--- src/rtl/spi_flash_master_pkg.sv ---
// rtl/spi_flash_master_pkg.sv - opcodes, FSM state type and opcode helper for spi_flash_master
package spi_flash_pkg;

   localparam logic [7:0] OP_READ = 8'h03;
   localparam logic [7:0] OP_PROG = 8'h02;
   localparam logic [7:0] OP_WREN = 8'h06;
   localparam logic [7:0] OP_WRDI = 8'h04;

   typedef enum logic [3:0] {
      ST_IDLE,
`ifdef SPI_FLASH_AUTO_WREN_EN
      ST_WREN,
      ST_WGAP,
`endif
      ST_CMD,
      ST_ADDR,
      ST_WDATA,
      ST_RGAP,
      ST_RDATA,
      ST_END,
      ST_ACK
   } state_t;

   function automatic logic [7:0] cmd_opcode(input logic we);
      return we ? OP_PROG : OP_READ;
   endfunction

endpackage

--- src/rtl/spi_flash_master_if.sv ---
// rtl/spi_flash_master_if.sv - Wishbone-B3 single-byte bus between CPU/debug master and spi_flash_master
interface spi_flash_master_if;
   logic [23:0] wb_adr_i;
   logic [7:0]  wb_dat_i;
   logic        wb_we_i;
   logic        wb_cyc_i;
   logic        wb_stb_i;
   logic [7:0]  wb_dat_o;
   logic        wb_ack_o;

   modport slave (
      input  wb_adr_i, wb_dat_i, wb_we_i, wb_cyc_i, wb_stb_i,
      output wb_dat_o, wb_ack_o
   );

   modport master (
      output wb_adr_i, wb_dat_i, wb_we_i, wb_cyc_i, wb_stb_i,
      input  wb_dat_o, wb_ack_o
   );
endinterface

--- src/rtl/spi_flash_master_shifter.sv ---
// rtl/spi_flash_master_shifter.sv - spi_byte_shifter: 8-bit MSB-first SPI shift register
module spi_byte_shifter (
   input  logic       clk_i,
   input  logic       rst_ni,
   input  logic       i_load,
   input  logic [7:0] i_data,
   input  logic       i_shift,
   input  logic       i_miso,
   input  logic       i_last,
   output logic       o_msb,
   output logic [7:0] o_data,
   output logic       o_done
);
   logic [7:0] r_sr;

   // Load wins over shift so the next byte replaces the finished one on its last falling edge
   always_ff @(posedge clk_i or negedge rst_ni) begin
      if (!rst_ni)
         r_sr <= 8'h00;
      else if (i_load)
         r_sr <= i_data;
      else if (i_shift)
         r_sr <= {r_sr[6:0], i_miso};
   end

   assign o_msb  = r_sr[7];
   assign o_data = r_sr;
   assign o_done = i_shift & i_last;
endmodule

--- src/rtl/spi_flash_master.sv ---
// rtl/spi_flash_master.sv - Wishbone-to-SPI mode-0 flash bridge; SPI_FLASH_AUTO_WREN_EN adds a 0x06 frame before writes
module spi_flash_master
   import spi_flash_pkg::*;
#(
   parameter int CLK_DIV        = 4,
   parameter int RD_GAP_CYCLES  = 16,
   parameter int SS_IDLE_CYCLES = 4
) (
   input  logic                clk_i,
   input  logic                rst_ni,
   spi_flash_master_if.slave   wb,
   output logic                sck_o,
   output logic                ss_o,
   output logic                mosi_o,
   input  logic                miso_i,
   output logic                busy_o
);
   localparam logic [15:0] DIV_LD  = 16'(CLK_DIV - 1);
   localparam logic [15:0] GAP_LD  = 16'(RD_GAP_CYCLES);
   localparam logic [15:0] IDLE_LD = 16'(SS_IDLE_CYCLES);

   state_t      r_state;
   logic [15:0] r_div, r_gap, r_idle;
   logic [2:0]  r_bit_cnt;
   logic [1:0]  r_byte_cnt;
   logic        r_sck, r_ss, r_we, r_abort, r_busy, r_ack;
   logic [23:0] r_adr;
   logic [7:0]  r_dat, r_rdat;

   logic       w_accept, w_shifting, w_tick, w_fall, w_done, w_msb, w_load, w_wgap_exit;
   logic [7:0] w_load_data, w_sr;

   assign w_accept = (r_state == ST_IDLE) && wb.wb_cyc_i && wb.wb_stb_i && (r_idle == 16'd0);
   assign w_tick   = (r_div == 16'd0);
   assign w_fall   = w_shifting && w_tick && r_sck;
`ifdef SPI_FLASH_AUTO_WREN_EN
   assign w_wgap_exit = (r_state == ST_WGAP) && r_ss && (r_idle == 16'd0);
`else
   assign w_wgap_exit = 1'b0;
`endif

   always_comb begin
      w_shifting = (r_state == ST_CMD) || (r_state == ST_ADDR) ||
                   (r_state == ST_WDATA) || (r_state == ST_RDATA);
`ifdef SPI_FLASH_AUTO_WREN_EN
      if (r_state == ST_WREN) w_shifting = 1'b1;
`endif
   end

   always_comb begin
      w_load      = 1'b0;
      w_load_data = 8'h00;
      case (r_state)
         ST_IDLE: if (w_accept) begin
            w_load = 1'b1;
`ifdef SPI_FLASH_AUTO_WREN_EN
            w_load_data = wb.wb_we_i ? OP_WREN : OP_READ;
`else
            w_load_data = cmd_opcode(wb.wb_we_i);
`endif
         end
         ST_CMD: if (w_done) begin
            w_load      = 1'b1;
            w_load_data = r_adr[23:16];
         end
         ST_ADDR: if (w_done) begin
            w_load      = (r_byte_cnt != 2'd0) || r_we;
            w_load_data = (r_byte_cnt == 2'd2) ? r_adr[15:8] :
                          (r_byte_cnt == 2'd1) ? r_adr[7:0]  : r_dat;
         end
         default: if (w_wgap_exit) begin
            w_load      = 1'b1;
            w_load_data = OP_PROG;
         end
      endcase
   end

   spi_byte_shifter u_shifter (
      .clk_i   (clk_i),
      .rst_ni  (rst_ni),
      .i_load  (w_load),
      .i_data  (w_load_data),
      .i_shift (w_fall),
      .i_miso  (miso_i),
      .i_last  (r_bit_cnt == 3'd0),
      .o_msb   (w_msb),
      .o_data  (w_sr),
      .o_done  (w_done)
   );

   always_ff @(posedge clk_i or negedge rst_ni) begin
      if (!rst_ni) begin
         r_state    <= ST_IDLE;
         r_div      <= 16'd0;
         r_gap      <= 16'd0;
         r_idle     <= 16'd0;
         r_bit_cnt  <= 3'd7;
         r_byte_cnt <= 2'd0;
         r_sck      <= 1'b0;
         r_ss       <= 1'b1;
         r_we       <= 1'b0;
         r_abort    <= 1'b0;
         r_busy     <= 1'b0;
         r_ack      <= 1'b0;
         r_adr      <= 24'h0;
         r_dat      <= 8'h00;
         r_rdat     <= 8'h00;
      end else begin
         r_ack <= 1'b0;
         if (r_idle != 16'd0) r_idle <= r_idle - 16'd1;
         if (r_busy && !wb.wb_cyc_i) r_abort <= 1'b1;

         // A frame opens by dropping ss one cycle ahead of the first rising edge
         if (w_shifting) begin
            if (!w_tick)
               r_div <= r_div - 16'd1;
            else if (!r_sck && r_ss)
               r_ss <= 1'b0;
            else begin
               r_div <= DIV_LD;
               r_sck <= ~r_sck;
               if (r_sck) r_bit_cnt <= r_bit_cnt - 3'd1;
            end
         end

         case (r_state)
            ST_IDLE: if (w_accept) begin
               r_adr     <= wb.wb_adr_i;
               r_dat     <= wb.wb_dat_i;
               r_we      <= wb.wb_we_i;
               r_busy    <= 1'b1;
               r_abort   <= 1'b0;
               r_div     <= DIV_LD;
               r_bit_cnt <= 3'd7;
`ifdef SPI_FLASH_AUTO_WREN_EN
               r_state   <= wb.wb_we_i ? ST_WREN : ST_CMD;
`else
               r_state   <= ST_CMD;
`endif
            end
`ifdef SPI_FLASH_AUTO_WREN_EN
            ST_WREN: if (w_done) r_state <= ST_WGAP;
            ST_WGAP: begin
               if (!r_ss) begin
                  if (!w_tick) r_div <= r_div - 16'd1;
                  else begin
                     r_ss   <= 1'b1;
                     r_idle <= IDLE_LD;
                  end
               end else if (w_wgap_exit) begin
                  r_div   <= DIV_LD;
                  r_state <= ST_CMD;
               end
            end
`endif
            ST_CMD: if (w_done) begin
               r_byte_cnt <= 2'd2;
               r_state    <= ST_ADDR;
            end
            ST_ADDR: if (w_done) begin
               if (r_byte_cnt != 2'd0) r_byte_cnt <= r_byte_cnt - 2'd1;
               else if (r_we) r_state <= ST_WDATA;
               else begin
                  r_gap   <= GAP_LD;
                  r_state <= ST_RGAP;
               end
            end
            ST_WDATA: if (w_done) r_state <= ST_END;
            ST_RGAP: begin
               if (r_gap != 16'd0) r_gap <= r_gap - 16'd1;
               else begin
                  r_div   <= DIV_LD;
                  r_state <= ST_RDATA;
               end
            end
            ST_RDATA: if (w_done) r_state <= ST_END;
            ST_END: begin
               if (!w_tick) r_div <= r_div - 16'd1;
               else begin
                  r_ss    <= 1'b1;
                  r_idle  <= IDLE_LD;
                  r_state <= ST_ACK;
               end
            end
            ST_ACK: begin
               r_ack <= !r_abort && wb.wb_cyc_i;
               if (!r_we && !r_abort && wb.wb_cyc_i) r_rdat <= w_sr;
               r_busy  <= 1'b0;
               r_state <= ST_IDLE;
            end
            default: r_state <= ST_IDLE;
         endcase
      end
   end

   assign sck_o       = r_sck;
   assign ss_o        = r_ss;
   assign mosi_o      = w_shifting && (r_state != ST_RDATA) && w_msb;
   assign busy_o      = r_busy;
   assign wb.wb_ack_o = r_ack;
   assign wb.wb_dat_o = r_rdat;
endmodule

--- src/flat_wrapper.sv ---
// flat-port wrapper written by rule: the top's interface ports become plain ports
module spi_flash_master_flat import spi_flash_pkg::*;
#(
   parameter int CLK_DIV        = 4,
   parameter int RD_GAP_CYCLES  = 16,
   parameter int SS_IDLE_CYCLES = 4
)
  (clk_i, rst_ni, sck_o, ss_o, mosi_o, miso_i, busy_o, wb_wb_adr_i, wb_wb_dat_i, wb_wb_we_i, wb_wb_cyc_i, wb_wb_stb_i, wb_wb_dat_o, wb_wb_ack_o);
  spi_flash_master_if wb_i ();
  input  logic clk_i;
  input  logic rst_ni;
  output logic sck_o;
  output logic ss_o;
  output logic mosi_o;
  input  logic miso_i;
  output logic busy_o;
  input wire logic [$bits(wb_i.wb_adr_i)-1:0] wb_wb_adr_i;
  input wire logic [$bits(wb_i.wb_dat_i)-1:0] wb_wb_dat_i;
  input wire logic [$bits(wb_i.wb_we_i)-1:0] wb_wb_we_i;
  input wire logic [$bits(wb_i.wb_cyc_i)-1:0] wb_wb_cyc_i;
  input wire logic [$bits(wb_i.wb_stb_i)-1:0] wb_wb_stb_i;
  output wire logic [$bits(wb_i.wb_dat_o)-1:0] wb_wb_dat_o;
  output wire logic [$bits(wb_i.wb_ack_o)-1:0] wb_wb_ack_o;
  assign wb_i.wb_adr_i = wb_wb_adr_i;
  assign wb_i.wb_dat_i = wb_wb_dat_i;
  assign wb_i.wb_we_i = wb_wb_we_i;
  assign wb_i.wb_cyc_i = wb_wb_cyc_i;
  assign wb_i.wb_stb_i = wb_wb_stb_i;
  assign wb_wb_dat_o = wb_i.wb_dat_o;
  assign wb_wb_ack_o = wb_i.wb_ack_o;
  spi_flash_master #(.CLK_DIV(CLK_DIV), .RD_GAP_CYCLES(RD_GAP_CYCLES), .SS_IDLE_CYCLES(SS_IDLE_CYCLES)) u_core (.clk_i(clk_i), .rst_ni(rst_ni), .wb(wb_i), .sck_o(sck_o), .ss_o(ss_o), .mosi_o(mosi_o), .miso_i(miso_i), .busy_o(busy_o));
endmodule
--- config.mk ---
export PLATFORM = sky130hd
export DESIGN_NAME = spi_flash_master_flat
export DESIGN_NICKNAME = d
export VERILOG_FILES = /design/src/rtl/spi_flash_master_pkg.sv /design/src/rtl/spi_flash_master_if.sv /design/src/rtl/spi_flash_master_shifter.sv /design/src/rtl/spi_flash_master.sv /design/src/flat_wrapper.sv
export SDC_FILE = /design/constraint.sdc
export NUM_CORES = 1
export LEC_CHECK = 0
export ABC_CLOCK_PERIOD_IN_PS = 6400
export CORE_ASPECT_RATIO = 0.6
export CORE_MARGIN = 2
export CORE_UTILIZATION = 42
export CTS_CLUSTER_DIAMETER = 150
export DETAILED_ROUTE_END_ITERATION = 12
export GPL_ROUTABILITY_DRIVEN = 0
export SLEW_MARGIN = 20
export SYNTH_ARGS = -nofsm -noshare
export SYNTH_HDL_FRONTEND = slang
export SYNTH_SLANG_ARGS = --single-unit
--- constraint.sdc ---
create_clock -name clk_i -period 6.4 [get_ports clk_i]
set_clock_uncertainty 0.2 [all_clocks]
set_input_delay 1.6 -clock clk_i [delete_from_list [all_inputs] [get_ports clk_i]]
set_output_delay 1.6 -clock clk_i [all_outputs]
set_load 0.01 [all_outputs]
### Yosys cells after proc, flatten, opt, wreduce, memory -nomap -nowiden

Index checks and enable logic that the tools add are counted.

* add/sub/neg operators: 5
* $mul: 0
* div/mod/pow operators: 0
* order comparisons: 0
* equality and inequality tests: 20
* shifts and indexed selects: 0
* mux-type cells: 58
* bitwise operators: 3
* reductions and logical operators: 39

Operator list (count)
* $mux 16: 13
* $mux 8: 7
* $pmux 16 s3: 1
* $sub 16x1->16 const B: 3
* $logic_not 16->1: 2
* $pmux 16 s2: 1
* $reduce_bool 16->1: 2
* $mux 4: 7
* $pmux 4 s6: 1
* $pmux 8 s3: 1
* $mux 3: 7
* $eq 4x3->1 const B: 4
* $mux 1: 14
* $logic_and 1x1->1: 12
* $ne 2x2->1 const B: 6
* $reduce_bool 2->1: 5
* $eq 4x2->1 const B: 2
* $ne 2x1->1 const B: 4
* $reduce_and 7->1: 1
* $mux 2: 3
* $reduce_and 2->1: 3
* $reduce_and 5->1: 1
* $eq 4x1->1 const B: 1
* $logic_not 1->1: 4
* other kinds (16): 20

* bits in registers: 111
* bits in latches: 0
* memory bits (writable): 0
* ROM bits: 0
* input bits: 38
* output and inout bits: 13
* word-level logic and storage cells: 141
* memories: 0

### Longest topological paths before layout

Gate-level depths: netlist of run 1.

* depth in word-level cells: 10
* mapped depth: 10
* gate-level depth less buffers: 8

### By module

Synthesis of run 1 repeated with hierarchy kept, for this count alone.

* cells, all modules: 578
* area, all modules: 5860.6 um^2

Modules (own cells, without submodules)
* spi_flash_master: instances 1, cells an instance 542, area an instance 5474.0 um^2, sequential area each 2557.5 um^2
* spi_byte_shifter: instances 1, cells an instance 36, area an instance 386.6 um^2, sequential area each 200.2 um^2

### Worst setup path before layout of run 1

Ideal clock, no wire load.

* path kind: input -> register
* from: in wb_wb_stb_i
* to: reg u_core.r_we
* setup time: 0.118 ns
* arrival: 2.894 ns
* required time: 6.082 ns
* path slack: 3.188 ns
* stages: 6
* path buffers: 2
* cells stage by stage: nand2_1 or4_1 or3_1 clkbuf_1 buf_2 a21o_1

* longest elaborated chain between the ends: 3

Ends and longest elaborated chain
* start: declaration: RTL line flat_wrapper.sv:21 `input wire logic [$bits(wb_i.wb_stb_i)-1:0] wb_wb_stb_i;`
* $logic_and 1x1->1 (2 in series): RTL line spi_flash_master.sv:33 `assign w_accept = (r_state == ST_IDLE) && wb.wb_cyc_i && wb.wb_stb_i && (r_idle == 16'd0);`
* $reduce_and 2->1 (no line)
* end signal: assignment: RTL line spi_flash_master.sv:130 `r_we <= wb.wb_we_i;`
* end: declaration: RTL line spi_flash_master.sv:26 `logic r_sck, r_ss, r_we, r_abort, r_busy, r_ack;`

No other way between the ends.
A chain may end at the register's enable or synchronous reset.

### Worst setup path in the final report of run 1

* from: reg u_core.r_state[0]
* to: out mosi_o

* longest elaborated chain between the ends: 6
* elaborated cells on any way between the ends: 10
* those cells by class: 5 x eq/ne; 5 x reduce/logical

Ends and longest elaborated chain
* start: declaration: RTL line spi_flash_master.sv:22 `state_t r_state;`
* start signal: assignment: RTL line spi_flash_master.sv:93 `r_state <= ST_IDLE;`
* start signal: assignment: RTL line spi_flash_master.sv:138 `r_state <= ST_CMD;`
* start signal: assignment: RTL line spi_flash_master.sv:158 `r_state <= ST_ADDR;`
* $eq 4x1->1 / $eq 4x2->1 (equally long branches): RTL line spi_flash_master.sv:43 `w_shifting = (r_state == ST_CMD) || (r_state == ST_ADDR) ||`
* $logic_or 1x1->1 (2 in series): RTL line spi_flash_master.sv:43
* $logic_or 1x1->1: RTL line spi_flash_master.sv:44 `(r_state == ST_WDATA) || (r_state == ST_RDATA);`
* $logic_and 1x1->1 * (2 in series): RTL line spi_flash_master.sv:198 `assign mosi_o = w_shifting && (r_state != ST_RDATA) && w_msb;`
* end: declaration: RTL line flat_wrapper.sv:14 `output logic mosi_o;`

Every way passes the cells marked *; elsewhere a longest branch is shown, timed or not.

==> results of run 1 <==
-- synthesized netlist by cell type (2+ instances only) --
cell      count
mux2_2       34
a21oi_1      23
nand3_1      13
dfstp_2       4
a211o_1       2
and3_1        5
clkbuf_1     14
o21ai_0      41
xor2_1       10
nor4b_1       3
nor4_1       13
nand2_1      62
nor2_1       65
a31oi_1       8
or3_1         8
nor3b_1       5
or2_2         3
and4_1        3
nand3b_1      2
o41ai_1       3
inv_1        17
ha_1          9
xnor2_1      14
a22oi_1       9
dfrtp_1     106
nand2b_1      5
and2_1        4
nor4_4        3
nand4_1       5
mux2i_1       9
or4_1         7
nor2b_1       2
o211ai_1      7
o22ai_1       3
a32oi_1       6
nor3_1       19
o31ai_1       3
buf_2         7
-- worst max-delay path, cell delays in order (launching register included) --
cell	delay, ns
dfrtp_1	0.78
nor2_1	0.30
nor3b_1	0.30
clkdlybuf4s50_1	0.59
-- logic make-up (layout without fill, tap and decap cells) --
logic type               Yosys count  count (layout)
adder cells (fa/ha/maj)            9               9
AO/OA/AOI/OAI                    116             116
multiplexers                      43              43
flip-flops                       110             110
XOR/XNOR                          24              24
AND/OR/NAND/NOR                  232             232
buffers and inverters             39              88
-- layer usage --
metal	up-vias	wire, µm	track usage
met4	0	90	0.03583
met2	112	5303	0.2605
met1	2185	7337	0.3185
met5	-	0	0
met3	13	659	0.04751
li1	2154	-	-
-- stage by stage --
step	utilization	setup WS (ns)
final	0.5104	2.272
after global routing	0.5104	2.140
after CTS	0.5083	2.301
after detailed placement	0.4844	2.365
after global placement	0.4844	2.449
after floorplan	-	3.188
-- how the worst max path moves through the flow --
| stage | start | to | slack (ns) | cells after the start |
|---|---|---|---|---|
| 2_1_floorplan | wb_wb_stb_i | u_core.r_we | 3.19 | 6 |
| 6_report | u_core.r_state[0] | mosi_o | 2.27 | 3 |
| 4_1_cts | u_core.r_state[0] | mosi_o | 2.30 | 3 |
| 3_3_place_gp | wb_wb_cyc_i | u_core.u_shifter.o_data[5] | 2.45 | 6 |
| 3_5_place_dp | wb_wb_cyc_i | u_core.r_div[2] | 2.37 | 6 |
| 5_1_grt | u_core.r_state[0] | mosi_o | 2.14 | 3 |
-- state kept, by name, summed over array words and instances (netlist names), 2 cells and up --
signal / flops
u_core.r_adr: 24
u_core.r_div: 16
u_core.r_gap: 16
u_core.r_idle: 16
u_core.r_dat: 8
u_core.u_shifter.o_data: 8
u_core.wb.wb_dat_o: 8
u_core.r_bit_cnt: 3
u_core.r_state: 3
u_core.r_byte_cnt: 2
-- where the power goes --
part / internal [µW] / switching (µW)
registers: 703 / 4.61
clock network: 313 / 282
logic: 30.0 / 24.5
total: 1050 / 311
-- cell type report --
class,instances,area share
Clock inverter,7,0.01281
Timing Repair Buffer,55,0.08365
Clock buffer,9,0.03391
Multi-Input combinational cell,424,0.4128
Inverter,17,0.009608
Sequential cell,110,0.4152
Tap cell,170,0.03203
==> results.sh, run 1 <==
export IMPL_synth_ff_type="dfrtp_1"
export IMPL_cts_resized=0
export IMPL_drive_gt1_frac=0.1174
export IMPL_layout_common_cells="dfrtp_1 (106), nor2_1 (65), nand2_1 (62)"
export IMPL_hold_viol_final=0
export IMPL_grt_max_degree=79
export IMPL_route_vias_total=4464
export IMPL_final_common_cell="dfrtp_1"
export IMPL_worstPathArrival_ns=2.33
export IMPL_antenna_left=0
export IMPL_synthMuxAreaShare=0.08363
export IMPL_end_kind="primary output"
export IMPL_multi_input_area_um2=2741
export IMPL_synth_simple_area_share=0.2124
export IMPL_placed_cell_area_um2=6304
export IMPL_yosys_area_top_type="dfrtp_1"
export IMPL_rr_endpoint="u_core.u_shifter.o_data[5]"
export IMPL_drc=0
export IMPL_hold_depth=1
export IMPL_wl_mm=13.39
export IMPL_ios=51
export IMPL_layout_worst_path_cycle_share=0.6450
export IMPL_place_inst=775
export IMPL_maxCapViolCount=0
export IMPL_insertedDiodeCount=0
export IMPL_worstMarginPinSlew_ns=1.044
export IMPL_htreeDepth=3
export IMPL_path_clk_slew_ns=0.08
export IMPL_reg2reg_from="u_core.r_div[1]"
export IMPL_cts_buffers_inserted=9
export IMPL_synth_fa_ha_area_frac=0.01991
export IMPL_clock_latency_ns=0.36
export IMPL_num_rows=32
export IMPL_synth_top_cell_area_share=0.4690
export IMPL_nets=664
export IMPL_fmax_ghz=0.2422
export IMPL_finalCriticalPeriod_ns=4.128
export IMPL_cts_buffer_depth=2
export IMPL_min_from="u_core.r_div[14]"
export IMPL_synth_top_family_by_area="simple AND/OR/NAND/NOR gates"
export IMPL_total_power_uw=1357
export IMPL_slew_violations=0
export IMPL_register_area_um2=2758
export IMPL_worstRegToRegCells=8
export IMPL_drt_first_pass_iters=5
export IMPL_cts_setup_buffers=0
export IMPL_fillers=1172
export IMPL_wl_per_cell_um=16.91
export IMPL_final_cells=792
export IMPL_synth_edff_count=0
export IMPL_area_growth_pct=17.43
export IMPL_cts_tree="built"
export IMPL_min_to="u_core.r_div[14]"
export IMPL_status="completed"
export IMPL_fp_dieW_um=153.8
export IMPL_yosysUniqueCellTypes=55
export IMPL_finalSetupViolCount=0
export IMPL_relSlewSlack=0.2986
export IMPL_synth_seq_area_share=0.4876
export IMPL_dieArea_um2=14440
export IMPL_synth_area_um2=5655
export IMPL_timing_hold_ws_ns=0.2793
export IMPL_r2r_slack_ns=3.14
export IMPL_irDropWorstVdd_mv=0.1056
export IMPL_avgSynthCellArea_um2=9.870
export IMPL_cts_sinks=110
export IMPL_antenna_found_initial=0
export IMPL_die_height_um=93.89
export IMPL_track_usage=0.1965
export IMPL_stdcell_area_um2=6641
export IMPL_syn_inst=573
export IMPL_fin_setup_tns_ns=0
export IMPL_hold_buffers=0
export IMPL_drt_initial_drc_count=409
export IMPL_cp_max_fo=21
export IMPL_p_leak_uw=0.002904
export IMPL_vias_per_cell=5.636
export IMPL_async_flop_share=1.000
export IMPL_hpwl_mm=9.553
export IMPL_synth_compound_area_share=0.1316
export IMPL_synthXorXnorAreaFrac=0.03717
export IMPL_synth_seq_cells=110
export IMPL_syn_nets=620
export IMPL_cts_root_buf="clkbuf_16"
export IMPL_grt_remaining_overflow=0
export IMPL_power_density_nw_per_um2=204.3
export IMPL_grt_pass1_vias=4179
export IMPL_core_um2=13010
export IMPL_start_kind="flip-flop"
export IMPL_grt_setup_unrepaired="no"
export IMPL_yosys_warnings=0
export IMPL_crit_type="reg -> out"
export IMPL_synthTopCellsByArea="dfrtp_1 (47%), mux2_2 (6.8%), nor2_1 (4.3%), nand2_1 (4.1%), o21ai_0 (3.6%)"
export IMPL_hold_class="reg -> reg"
export IMPL_io_buffers=50
export IMPL_initial_core_util=0.4346
export IMPL_grt_pass1_wl_mm=22.25
export IMPL_required_ns=4.60
No activity file was read; power rests on OpenSTA's default activity.
==> run 2: changes to the inputs <==
--- a/config.mk
+++ b/config.mk
@@ -5,7 +5,7 @@
 export SDC_FILE = /design/constraint.sdc
 export NUM_CORES = 1
 export LEC_CHECK = 0
-export ABC_CLOCK_PERIOD_IN_PS = 6400
+export ABC_CLOCK_PERIOD_IN_PS = 3400
 export CORE_ASPECT_RATIO = 0.6
 export CORE_MARGIN = 2
 export CORE_UTILIZATION = 42
==> constraint.sdc (replaced) <==
create_clock -name clk_i -period 3.4 [get_ports clk_i]
set_clock_uncertainty 0.2 [all_clocks]
set_input_delay 0.85 -clock clk_i [delete_from_list [all_inputs] [get_ports clk_i]]
set_output_delay 0.85 -clock clk_i [all_outputs]
set_load 0.01 [all_outputs]
==> run 2 against run 1 <==
Global-route usage is 0.18 points higher. Cell area is 1.7% higher. Setup slack worse by 1.9 ns. Hold slack worse by 0.061 ns. Sequential cell count stayed put. Combinational power is 88% higher.
==> results.sh, run 2 (synthesized netlist as in run 1, its figures left out) <==
export IMPL_worstMarginPinSlew_ns=0.7037
export IMPL_drc=0
export IMPL_largest_reg_flops=24
export IMPL_finalCriticalPeriod_ns=2.983
export IMPL_num_rows=32
export IMPL_post_route_util=0.5188
export IMPL_pre_cts_slack_ns=0.1819
export IMPL_dieArea_um2=14440
export IMPL_finalSetupViolCount=0
export IMPL_insertedDiodeCount=0
export IMPL_maxCapViolCount=0
export IMPL_drive_gt1_frac=0.1341
export IMPL_status="completed"
export IMPL_worstPathArrival_ns=1.93
export IMPL_grt_max_degree=45
export IMPL_drt_first_pass_iters=5
export IMPL_path_clk_slew_ns=0.08
export IMPL_place_inst=788
export IMPL_route_vias_total=4503
export IMPL_start_kind="flip-flop"
export IMPL_drt_initial_drc_count=350
export IMPL_antenna_left=0
export IMPL_cts_buffer_depth=2
export IMPL_fmax_ghz=0.3353
export IMPL_cts_tree="built"
export IMPL_wl_per_cell_um=16.55
export IMPL_final_cells=804
export IMPL_slew_violations=0
export IMPL_hold_viol_final=0
export IMPL_antenna_found_initial=0
export IMPL_wl_mm=13.31
export IMPL_cts_root_buf="clkbuf_16"
export IMPL_fin_setup_tns_ns=0
export IMPL_die_height_um=93.89
export IMPL_crit_type="reg -> out"
export IMPL_relSlewSlack=0.5293
export IMPL_hpwl_mm=9.700
export IMPL_cts_sinks=110
export IMPL_layout_common_cells="dfrtp_1 (106), nor2_1 (65), nand2_1 (62)"
export IMPL_fp_dieW_um=153.8
export IMPL_nets=676
export IMPL_reg2reg_from="u_core.r_div[0]"
export IMPL_clock_latency_ns=0.35
export IMPL_regMostFlops="u_core.r_adr"
export IMPL_cts_resized=0
export IMPL_cts_setup_buffers=0
export IMPL_cts_buffers_inserted=9
export IMPL_end_kind="primary output"
export IMPL_required_ns=2.35
export IMPL_area_growth_pct=19.38
export IMPL_grt_setup_unrepaired="no"
export IMPL_final_common_cell="dfrtp_1"
export IMPL_initial_core_util=0.4346
export IMPL_hold_buffers=0
export IMPL_grt_pass1_vias=4181
export IMPL_power_density_nw_per_um2=380.8
export IMPL_cp_max_fo=12
export IMPL_io_buffers=50
export IMPL_ios=51
export IMPL_grt_remaining_overflow=0
export IMPL_htreeDepth=3
export IMPL_p_leak_uw=0.002967
export IMPL_crit_start="u_core.r_state[0]"
export IMPL_irDropWorstVdd_mv=0.2495
export IMPL_core_um2=13010
export IMPL_layout_worst_path_cycle_share=0.8772
export IMPL_grt_pass1_wl_mm=22.43
export IMPL_vias_per_cell=5.601
export IMPL_hold_class="in -> async"
export IMPL_track_usage=0.1983
export IMPL_setup_slack_ns=0.4175
## run 2: cell count changes in the layout (fill, tap and decap cells not counted), sizes merged
| cell | before | now |
|---|---|---|
| buf | 6 | 18 |
| clkinv | 1 | 2 |
| inv | 22 | 21 |
## run 2: layout make-up
cell class                 count  area [µm²]
multi-input combinational    424        2741
timing repair buffer          67       650.6
sequential                   110        2758
inverter                      17       63.81
clock buffer                   9       225.2
fill                        1128        6261
clock inverter                 7       100.1
tap                          170       212.7
## run 2: critical path, stage by stage (launching register included)
cell             delay [ns]
dfrtp_1                0.56
nor2_1                 0.12
nor3b_1                0.30
clkdlybuf4s50_1        0.60
## run 2: worst paths after layout
path | to | cells past startpoint | slack [ns]
setup / recovery | mosi_o | 3 | 0.42
hold / removal | u_core.r_idle[7] | 1 | 0.22
setup reg to reg | u_core.r_div[5] | 8 | 0.44
hold reg to reg | u_core.r_div[14] | 1 | 0.28
max in group asynchronous | u_core.r_bit_cnt[0] | 2 | 2.10
min in group clk_i | u_core.r_div[14] | 1 | 0.28
## run 2: through the flow
step | hold WS, ns | cell area, µm² | total power (µW)
after floorplan | 0.2420 | 5655 | 1377
after global placement | 0.2634 | 6426 | 1460
after detailed placement | 0.2678 | 6426 | 1463
after CTS | 0.2322 | 6751 | 2608
after global routing | 0.2388 | 6751 | 2665
final | 0.2179 | 6751 | 2571
## run 2: where the power goes
group	total (µW)	internal, µW	switching (µW)	leakage (µW)
logic	102	56.2	45.7	0.00139
registers	1330	1320	9.10	0.00142
clock network	1140	598	539	0.000158
## run 2: per-layer routing
metal | vias up | GRT usage | routed length [µm]
li1 | 2188 | - | -
met1 | 2213 | 0.3266 | 7415
met2 | 95 | 0.2598 | 5201
met3 | 7 | 0.04197 | 611
met4 | 0 | 0.03816 | 82
met5 | - | 0 | 0
==> run 3: changes to the inputs <==
--- a/config.mk
+++ b/config.mk
@@ -15,4 +15,5 @@
 export SLEW_MARGIN = 20
 export SYNTH_ARGS = -nofsm -noshare
 export SYNTH_HDL_FRONTEND = slang
+export SYNTH_HIERARCHICAL = 1
 export SYNTH_SLANG_ARGS = --single-unit
==> run 3 against run 2 <==
Setup slack worse by 0.22 ns. Combinational power is 28% lower. Register-to-register slack worse by 0.25 ns. First-iteration DRC count is 3.7% lower. Critical endpoint is now u_core/r_gap[15]. Highest routed layer unchanged.
==> results.sh, run 3 <==
export IMPL_status="completed"
export IMPL_yosysUniqueCellTypes=69
export IMPL_antenna_found_initial=0
export IMPL_insertedDiodeCount=0
export IMPL_wl_mm=13.82
export IMPL_htreeDepth=3
export IMPL_dieArea_um2=14950
export IMPL_start_kind="flip-flop"
export IMPL_reg2reg_from="u_core/r_div[0]"
export IMPL_worstRegToRegCells=11
export IMPL_synth_top_cell_area_share=0.4526
export IMPL_vias_per_cell=5.673
export IMPL_end_kind="flip-flop"
export IMPL_worstMarginPinSlew_ns=0.7348
export IMPL_regMostFlops="u_core/r_adr"
export IMPL_final_cells=817
export IMPL_synth_area_um2=5861
export IMPL_maxCapViolCount=0
export IMPL_cts_tree="built"
export IMPL_track_usage=0.1887
export IMPL_cp_max_fo=6
export IMPL_antenna_left=0
export IMPL_async_flop_share=1.000
export IMPL_worstPathArrival_ns=3.29
export IMPL_initial_core_util=0.4301
export IMPL_hold_buffers=0
export IMPL_num_rows=33
export IMPL_required_ns=3.48
export IMPL_synth_ff_type="dfrtp_1"
export IMPL_drc=0
export IMPL_fp_dieW_um=156.5
export IMPL_synth_seq_cells=110
export IMPL_ios=51
export IMPL_p_leak_uw=0.003125
export IMPL_syn_inst=578
export IMPL_fillers=1240
export IMPL_synth_seq_area_share=0.4705
export IMPL_final_common_cell="dfrtp_1"
export IMPL_post_route_util=0.5098
export IMPL_path_clk_slew_ns=0.08
export IMPL_layout_worst_path_cycle_share=0.9428
export IMPL_slew_violations=0
export IMPL_wl_per_cell_um=16.91
export IMPL_syn_nets=625
export IMPL_cts_sinks=110
export IMPL_route_vias_total=4635
export IMPL_yosysMostFrequentCell="dfrtp_1"
export IMPL_netlist_top_cells_count="dfrtp_1 (106), nand2_1 (61), mux2_2 (43)"
export IMPL_relSlewSlack=0.5080
export IMPL_cts_buffers_inserted=9
export IMPL_synth_edff_count=0
export IMPL_multi_input_area_um2=2944
export IMPL_cts_root_buf="clkbuf_16"
export IMPL_drt_first_pass_iters=4
export IMPL_crit_type="reg -> reg"
export IMPL_cts_buffer_depth=2
export IMPL_nets=684
export IMPL_placed_cell_area_um2=6626
export IMPL_stdcell_area_um2=6947
export IMPL_synthTopCellsByArea="dfrtp_1 (45%), mux2_2 (8.3%), nand2_1 (3.9%), o21ai_0 (3.0%), mux2i_1 (2.7%)"
export IMPL_fmax_ghz=0.3120
export IMPL_core_um2=13630
export IMPL_io_buffers=50
export IMPL_grt_remaining_overflow=0
export IMPL_area_growth_pct=18.53
export IMPL_irDropWorstVdd_mv=0.2458
export IMPL_place_inst=801
export IMPL_hold_class="in -> async"
export IMPL_power_density_nw_per_um2=350.4
export IMPL_register_area_um2=2758
export IMPL_hold_viol_final=0
export IMPL_yosys_area_top_type="dfrtp_1"
export IMPL_largest_reg_flops=24
export IMPL_hpwl_mm=10.11
export IMPL_finalSetupViolCount=0
export IMPL_timing_hold_ws_ns=0.3027
export IMPL_layout_common_cells="dfrtp_1 (106), nand2_1 (60), clkdlybuf4s50_1 (49)"
export IMPL_drt_initial_drc_count=337
export IMPL_r2r_slack_ns=0.19
export IMPL_avgSynthCellArea_um2=10.14
export IMPL_grt_max_degree=47
export IMPL_rr_endpoint="u_core/r_gap[15]"
export IMPL_clock_latency_ns=0.35
export IMPL_yosys_warnings=6
export IMPL_grt_pass1_vias=4213
export IMPL_finalCriticalPeriod_ns=3.206
export IMPL_grt_pass1_wl_mm=22.17
export IMPL_die_height_um=95.50
export IMPL_drive_gt1_frac=0.1682
run 3: cell types whose count changed in the layout (fill, tap and decap cells not counted), moves of 4 or more:
cell,before,now
nor2_1,65,42
mux2i_1,9,16
xor2_1,10,6
inv_1,17,21
a22oi_1,9,3
o31ai_1,3,8
o21ai_1,0,8
mux2_2,34,43
xnor2_1,14,9
o311ai_0,0,4
a22o_1,0,6
a311oi_1,0,5
a32oi_1,6,0
o21ai_0,41,35
run 3: where the power goes:
| group | internal (µW) | switching, µW | leakage (µW) |
|---|---|---|---|
| Combinational | 40.2 | 33.2 | 0.00153 |
| Clock | 539 | 515 | 0.000149 |
| Sequential | 1310 | 0.0000000000000840 | 0.00145 |
run 3: kinds of logic after synthesis:
kind of cell / synth area share
buffers and inverters: 0.03032
AOI/OAI and AO/OA: 0.1522
muxes: 0.1119
xor gates and xnor gates: 0.02242
adders and majority gates: 0.01921
DFF: 0.4705
and+or+nand+nor: 0.1934
run 3: metrics by stage:
stage | total power, µW | setup WS [ns] | TNS (ns)
floorplan | 1335 | 0.3726 | 0
global placement | 1408 | 0.2775 | 0
detailed placement | 1409 | 0.1397 | 0
CTS | 2476 | 0.1328 | 0
global route | 2531 | -0.03330 | -0.09374
finish | 2434 | 0.1945 | 0
run 3: final cells by class:
type                            instances  area share
Inverter                               21     0.01135
Clock buffer                           10     0.03440
Timing Repair Buffer                   68     0.09294
Tap cell                              175     0.03152
Sequential cell                       110      0.3970
Clock inverter                          6    0.009006
Multi-Input combinational cell        427      0.4238
run 3: how the worst max path moves through the flow:
| stage | end | slack, ns | startpoint |
|---|---|---|---|
| final | u_core/r_gap[15] | 0.19 | u_core/r_div[0] |
| after global routing | u_core/r_gap[15] | -0.03 | u_core/r_div[0] |
| after floorplan | u_core/u_shifter/o_data[2] | 0.37 | u_core/r_div[0] |
| after detailed placement | u_core/r_gap[10] | 0.14 | u_core/r_div[0] |
| after CTS | u_core/r_gap[8] | 0.13 | u_core/r_div[0] |
| after global placement | u_core/r_gap[15] | 0.28 | u_core/r_div[0] |
run 3: worst max-delay path: stages, from the launching register on:
cell and delay, ns:
dfrtp_1 0.40, inv_1 0.14, ha_1 0.18, nor3b_1 0.30
nand4_1 0.19, nor3_2 0.21, and2_1 0.26, nor4bb_2 0.35
and3_1 0.26, nand2_1 0.16, a2111o_1 0.41, nand2_1 0.07
run 3: layer usage:
metal	vias up	share of wire	track usage
met1	2280	0.55	0.3098
met4	0	0.0043	0.03517
met2	99	0.40	0.2460
met5	-	0	0
met3	7	0.052	0.04273
li1	2249	-	-
run 3: what timing repair did:
item	4_1_cts	5_1_grt
endpoints found under the hold margin	0	0
resized for setup	0	4
buffers inserted	0	0
endpoints found under the setup margin	0	18
